===== src/rtl/alu_arbiter.sv =====
// alu_arbiter: two-requester front end for a single shared ALU.
// One operation in flight at a time: IDLE (grant) -> EXEC (capture) -> RESP (handshake).
// Build option: define ALU_ARB_RR_EN for round-robin arbitration;
// otherwise fixed priority (requester 0 always wins).
module alu_arbiter #(
  parameter int unsigned WIDTH   = 32,
  parameter int unsigned NUM_OPS = 5
) (
  input  logic             clk,
  input  logic             rst_n,
  input  logic             req0_valid,
  output logic             req0_ready,
  input  logic [2:0]       req0_op,
  input  logic [WIDTH-1:0] req0_a,
  input  logic [WIDTH-1:0] req0_b,
  input  logic             req1_valid,
  output logic             req1_ready,
  input  logic [2:0]       req1_op,
  input  logic [WIDTH-1:0] req1_a,
  input  logic [WIDTH-1:0] req1_b,
  output logic [WIDTH-1:0] srcA,
  output logic [WIDTH-1:0] srcB,
  output logic [2:0]       ALUControl,
  input  logic [WIDTH-1:0] ALUResult,
  input  logic             zero,
  output logic             rsp_valid,
  input  logic             rsp_ready,
  output logic             rsp_id,
  output logic [WIDTH-1:0] rsp_result,
  output logic             rsp_zero
);

  // Codes at or above NUM_OPS are forwarded untouched; the 3-bit field bounds the range.
  if (NUM_OPS < 1 || NUM_OPS > 8) begin : g_num_ops_range
    $error("alu_arbiter: NUM_OPS must lie in 1..8");
  end

  typedef enum logic [1:0] {
    IDLE = 2'd0,
    EXEC = 2'd1,
    RESP = 2'd2
  } state_t;

  state_t           state_q;
  state_t           state_d;
  logic             grant;
  logic             grant_id;
  logic [2:0]       op_q;
  logic [WIDTH-1:0] a_q;
  logic [WIDTH-1:0] b_q;
  logic             id_q;
  logic [WIDTH-1:0] result_q;
  logic             zero_q;

`ifdef ALU_ARB_RR_EN
  logic prio_q;

  // Arbitration: on contention the preferred requester wins; otherwise whoever is valid.
  always_comb begin
    grant_id = 1'b0;
    if (req0_valid && req1_valid) begin
      grant_id = prio_q;
    end else begin
      grant_id = req1_valid;
    end
  end

  // Preference pointer moves to the requester that lost (or was idle) at each grant.
  always_ff @(posedge clk) begin
    if (!rst_n) begin
      prio_q <= 1'b0;
    end else if (grant) begin
      prio_q <= ~grant_id;
    end
  end
`else
  // Arbitration: requester 0 wins whenever it is valid.
  always_comb begin
    grant_id = 1'b0;
    grant_id = ~req0_valid;
  end
`endif

  // Next-state and handshake decode; ready only in IDLE and never while in reset.
  always_comb begin
    state_d    = state_q;
    grant      = 1'b0;
    req0_ready = 1'b0;
    req1_ready = 1'b0;
    case (state_q)
      IDLE: begin
        if (rst_n && (req0_valid || req1_valid)) begin
          grant      = 1'b1;
          req0_ready = ~grant_id;
          req1_ready = grant_id;
          state_d    = EXEC;
        end
      end
      EXEC: state_d = RESP;
      RESP: begin
        if (rsp_ready) begin
          state_d = IDLE;
        end
      end
      default: state_d = IDLE;
    endcase
  end

  // State, latched request and captured ALU response.
  always_ff @(posedge clk) begin
    if (!rst_n) begin
      state_q  <= IDLE;
      op_q     <= '0;
      a_q      <= '0;
      b_q      <= '0;
      id_q     <= 1'b0;
      result_q <= '0;
      zero_q   <= 1'b0;
    end else begin
      state_q <= state_d;
      if (grant) begin
        op_q <= grant_id ? req1_op : req0_op;
        a_q  <= grant_id ? req1_a  : req0_a;
        b_q  <= grant_id ? req1_b  : req0_b;
        id_q <= grant_id;
      end
      if (state_q == EXEC) begin
        result_q <= ALUResult;
        zero_q   <= zero;
      end
    end
  end

  assign srcA       = a_q;
  assign srcB       = b_q;
  assign ALUControl = op_q;
  assign rsp_valid  = (state_q == RESP);
  assign rsp_id     = id_q;
  assign rsp_result = result_q;
  assign rsp_zero   = zero_q;

endmodule

===== config.mk =====
export PLATFORM = sky130hd
export DESIGN_NAME = alu_arbiter
export DESIGN_NICKNAME = d
export VERILOG_FILES = /design/src/rtl/alu_arbiter.sv
export SDC_FILE = /design/constraint.sdc
export NUM_CORES = 1
export LEC_CHECK = 0
export ABC_AREA = 1
export ABC_CLOCK_PERIOD_IN_PS = 1100
export CAP_MARGIN = 20
export CORE_MARGIN = 2
export CORE_UTILIZATION = 35
export DETAILED_ROUTE_END_ITERATION = 8
export MAX_ROUTING_LAYER = met4
export PLACE_DENSITY = 0.78
export SYNTH_ARGS = -nofsm -noshare
export SYNTH_HDL_FRONTEND = slang
export SYNTH_SLANG_ARGS = --single-unit
export TNS_END_PERCENT = 100

===== constraint.sdc =====
create_clock -name clk -period 1.1 [get_ports clk]
set_input_delay 0.165 -clock clk [delete_from_list [all_inputs] [get_ports clk]]
set_output_delay 0.165 -clock clk [all_outputs]
set_load 0.1 [all_outputs]

# --- Yosys cells after proc, flatten, opt, wreduce, memory -nomap -nowiden ---
# Index checks and enable logic that the tools add are counted.
totals:
  reg_bits: 103
  in_bits: 172
classes:
  eq_ne: 4
  n_mux: 12
  bitwise_logic: 1
  n_reduce_logical: 4
op_table:
  columns: ["op", "count"]
  rows:
  - ["two-way mux 32 bit", 2]
  - ["two-way mux 1 bit", 6]
  - ["one-hot mux 2 bit (3 select lines)", 1]
  - ["two-way mux 2 bit", 2]
  - ["two-way mux 3 bit", 1]
  - ["equality test 2 x 1 -> 1 bit, second input constant", 1]
  - ["equality test 2 bit, second input constant", 1]
  - ["logical NOT 2 bit", 1]
  - ["inequality test 2 x 1 -> 1 bit, second input constant", 1]
  - ["inequality test 2 bit, second input constant", 1]
  - ["AND reduction 2 bit", 1]
  - ["logical AND 1 bit", 1]
  - ["logical OR 1 bit", 1]
  - ["inverter 1 bit", 1]

# --- Logic depth before layout (Yosys ltp) ---
logic_depth:
  ltp_word: 4
  mapped_depth: 9
  ltp_nobuf: 6

# --- Worst setup path before layout ---
# No wires, ideal clock.
synth_path:
  path_kind: "flip-flop to output port"
  from: "register state_q[0]"
  to: "output port req1_ready"
  arrival_time_ns: 2.098
  slack_ns: -1.163
  path_stages_with_launch: 6
  path_buffers: 2
  cell_sequence: "dfxtp_1 nor2_1 nand3_2 buf_4 buf_4 nor2_1"
synth_between:
  elab_chain_cells: 2
synth_rtl:
  columns: ["item", "line", "text"]
  rows:
  - ["from (decl)", "44", "state_t state_q;"]
  - ["from (signal assigned)", "120", "state_q <= state_d;"]
  - ["logical NOT 2 bit", "90", "case (state_q)"]
  - ["two-way mux 1 bit", "90", null]
  - ["to (decl)", "17", "output logic req1_ready,"]
# Every way passes these cells.

# --- Worst setup path after layout ---
layout_path:
  from: "register state_q[0]"
  to: "output port req0_ready"
layout_between:
  elab_chain_cells: 2
layout_rtl:
  columns: ["item", "line", "text"]
  rows:
  - ["logical NOT 2 bit", "90", null]
  - ["two-way mux 1 bit", "90", null]
  - ["to (decl)", "12", "output logic req0_ready,"]
# Every way passes these cells.

==> impl_metrics.env <==
export IMPL_antenna_cells=0
export IMPL_ys_seq_area_share_pct=42.6
export IMPL_grt_usage_pct=22.6
export IMPL_cap_violations=0
export IMPL_finalWorstSetupSlack_ns=-0.372
export IMPL_dieArea_sq_mm=0.0148
export IMPL_p_per_area_mw_per_mm2=1460
export IMPL_grt_pass1_wl_mm=25.5
export IMPL_pin_count=276
export IMPL_die_w_um=122
export IMPL_vdd_drop_max_mv=0.955
export IMPL_r2r_cells=8
export IMPL_violations="negative setup slack"
export IMPL_grt_pass1_vias=5309
export IMPL_met1_length_mm=6.67
export IMPL_crit_top_cell="nor2_4"
export IMPL_dr_max_layer_used="met4"
export IMPL_cts_buffers=9
export IMPL_via_per_inst=4.45
export IMPL_criticalPathCategory="flop to output pin"
export IMPL_synth_area_leader_cell="dfxtp_1"
export IMPL_power_total_uw=14200
export IMPL_status="complete, but fails checks"
export IMPL_wl_mm=17.6
export IMPL_cts_tree="yes"
export IMPL_slowest_stage="dfxtp_2"
export IMPL_rrSetupSlack_ns=-0.29
export IMPL_final_nets=1255
export IMPL_finalMaxSlewViolations=0
export IMPL_synth_area_leaders="dfxtp_1 43%, nand2_1 26%, nor2_1 16%"
export IMPL_cp_depth=4
export IMPL_timing_final_crit_share_pct=134
export IMPL_crit_chain="nor2_4 -> nand3_4 -> nor2_4 -> buf_12"
export IMPL_num_vias=5628
export IMPL_place_congestion=0.765
export IMPL_cp_buffers_inverters=1
export IMPL_dr_wl_met2_mm=8.91
export IMPL_yosys_register_bits=103
export IMPL_wl_met3_mm=1.80
export IMPL_multi_input_area_sq_mm=0.00240
export IMPL_grt_remaining_overflow=0
export IMPL_cts_hold_buffers_added=0
export IMPL_timing_critical_path_slowest_cell_delay_ns=0.34
export IMPL_fillers=963
export IMPL_netlist_instances=803
export IMPL_drive_above_1_share_pct=28.8
export IMPL_crit_start="state_q[0]$_SDFFE_PN0P_"
export IMPL_yosys_warnings=0
export IMPL_cts_root_buf="clkbuf_16"
export IMPL_hold_end="state_q[0]$_SDFFE_PN0P_"
export IMPL_arrival_ns=1.31
export IMPL_clock_path_buffers=2
export IMPL_ant_nets=0
export IMPL_rsz0062_at_grt="yes"
export IMPL_finish_utilization_pct=73.0
export IMPL_setup_viol=79
export IMPL_first_iter_violations=241
export IMPL_final_hold_viol_count=0
export IMPL_critical_path_top_delay_family="simple AND/OR/NAND/NOR gates"
export IMPL_die_y_um=122
export IMPL_cp_required_ns=0.94
export IMPL_r2r_start="state_q[0]$_SDFFE_PN0P_"
export IMPL_worstSetupEndpointType="output pin"
export IMPL_fin_setup_tns_ns=-15.10
export IMPL_final_cell_mix="338 x nand2_1, 178 x nor2_1, 169 x clkdlybuf4s50_1, 112 x buf_12, 103 x dfxtp_2"
export IMPL_whs_path_depth=4
export IMPL_syn_nets=975
export IMPL_dpl_hpwl_mm=12.5
export IMPL_drtPass1Iterations=6
export IMPL_stdcell_count=1264
export IMPL_max_freq_mhz=679
export IMPL_clock_sinks=103
export IMPL_synth_top_area_share_pct=42.6
export IMPL_area_growth_pct=101
export IMPL_initial_core_util_pct=36.3
export IMPL_h_tree_depth=3
export IMPL_clk_pin_slew_ns=0.07
export IMPL_place_inst=1232
export IMPL_syn_cell_area_sq_mm=0.00484
export IMPL_post_route_drc_count=0
export IMPL_antenna_found_initial=0
export IMPL_seq_area_sq_mm=0.00219
export IMPL_final_common_cell="nand2_1"
export IMPL_setup_worst_path_start_class="flop"
export IMPL_r2r_end="srcB[0]$_SDFFE_PN0P_"
export IMPL_core_area_sq_mm=0.0133
export IMPL_period_minus_slack_ns=1.47
export IMPL_crit_fanout=5
export IMPL_holdCritPathClass="primary input to flop"
export IMPL_synth_cell_types=14
export IMPL_leakagePower_uw=0.00464
export IMPL_grt_max_degree=67
export IMPL_fin_skew_ns=0.00553
export IMPL_io_buffers=275
export IMPL_syn_avg_cell_area_sq_um=6.03
export IMPL_dp_slack_ns=-0.402
export IMPL_maxSlewHeadroom_pct=70.9
export IMPL_avgRoutedWirePerCell_um=14.0
export IMPL_holdCritStartpoint="rst_n"
export IMPL_rows=42
export IMPL_tightest_slew_ns=0.436
export IMPL_clkLatencyLatePin_ns=0.34
## where the power goes
part	internal, uW	total, uW	switching (uW)
Sequential	4190	4580	391
Clock	1640	2990	1350
Combinational	2640	6660	4020
Total	8470	14200	5750
## cell usage after synthesis
cell type,n
nand2_1,339
nor2_1,205
dfxtp_1,103
inv_1,71
o21ai_0,33
clkbuf_1,20
buf_2,12
buf_4,8
buf_6,7
clkinv_1,1
inv_2,1
nand3_2,1
nor3_1,1
o21a_1,1
## layout make-up
| cell class | instances | share of cell area [%] |
|---|---|---|
| repair buffers | 316 | 44.9 |
| multi-input cells | 580 | 24.6 |
| flip-flops and latches | 103 | 22.5 |
| inverters | 73 | 2.84 |
| clock buffers | 12 | 2.63 |
| well taps | 176 | 2.26 |
| clock inverters | 4 | 0.206 |
## cell families (layout without fill, tap and decap cells)
family	Yosys count	in the layout	share of synthesized area, %
AOI/OAI and AO/OA	34	34	3.57
buffers and inverters	120	405	11.3
DFF	103	103	42.6
and+or+nand+nor	546	546	42.5
## timing repair
action,4_1_cts,5_1_grt
buffers inserted,3,2
setup endpoints to repair,89,104
gates resized for setup,45,49
pin swaps,3,4
hold endpoints to repair,0,0
gates cloned,2,9
## tightest hold or removal path, delay by kind of cell
family        cells  cell delay (ns)
buf+inv           3             0.28
simple gates      1             0.12
## worst max-delay path by stage
stage | slack, ns | endpoint
global route | -0.41 | req0_ready
floorplan | -0.36 | req1_ready
finish | -0.37 | req0_ready
detailed placement | -0.40 | srcB[10]$_SDFFE_PN0P_
global placement | -0.38 | req0_ready
CTS | -0.40 | req0_ready
## flip-flops by register name, indices dropped and copies added (netlist names)
| name | cells |
|---|---|
| rsp_zero | 1 |
| ALUControl | 3 |
| rsp_id | 1 |
| rsp_result | 32 |
| srcB | 32 |
| srcA | 32 |
| state_q | 2 |
## per-stage QoR
step | cell area (sq um) | hold slack, ns
floorplan | 4990 | 0.332
global route | 9740 | 0.262
global placement | 9010 | 0.490
detailed placement | 9010 | 0.498
CTS | 9430 | 0.146
finish | 9740 | 0.246
## routing by layer
metal	vias up	track usage [%]
met3	24	8.71
li1	2906	-
met1	2493	23.3
met5	-	-
met2	205	40.2
met4	0	5.89
No activity file was read; power rests on OpenSTA's default activity.
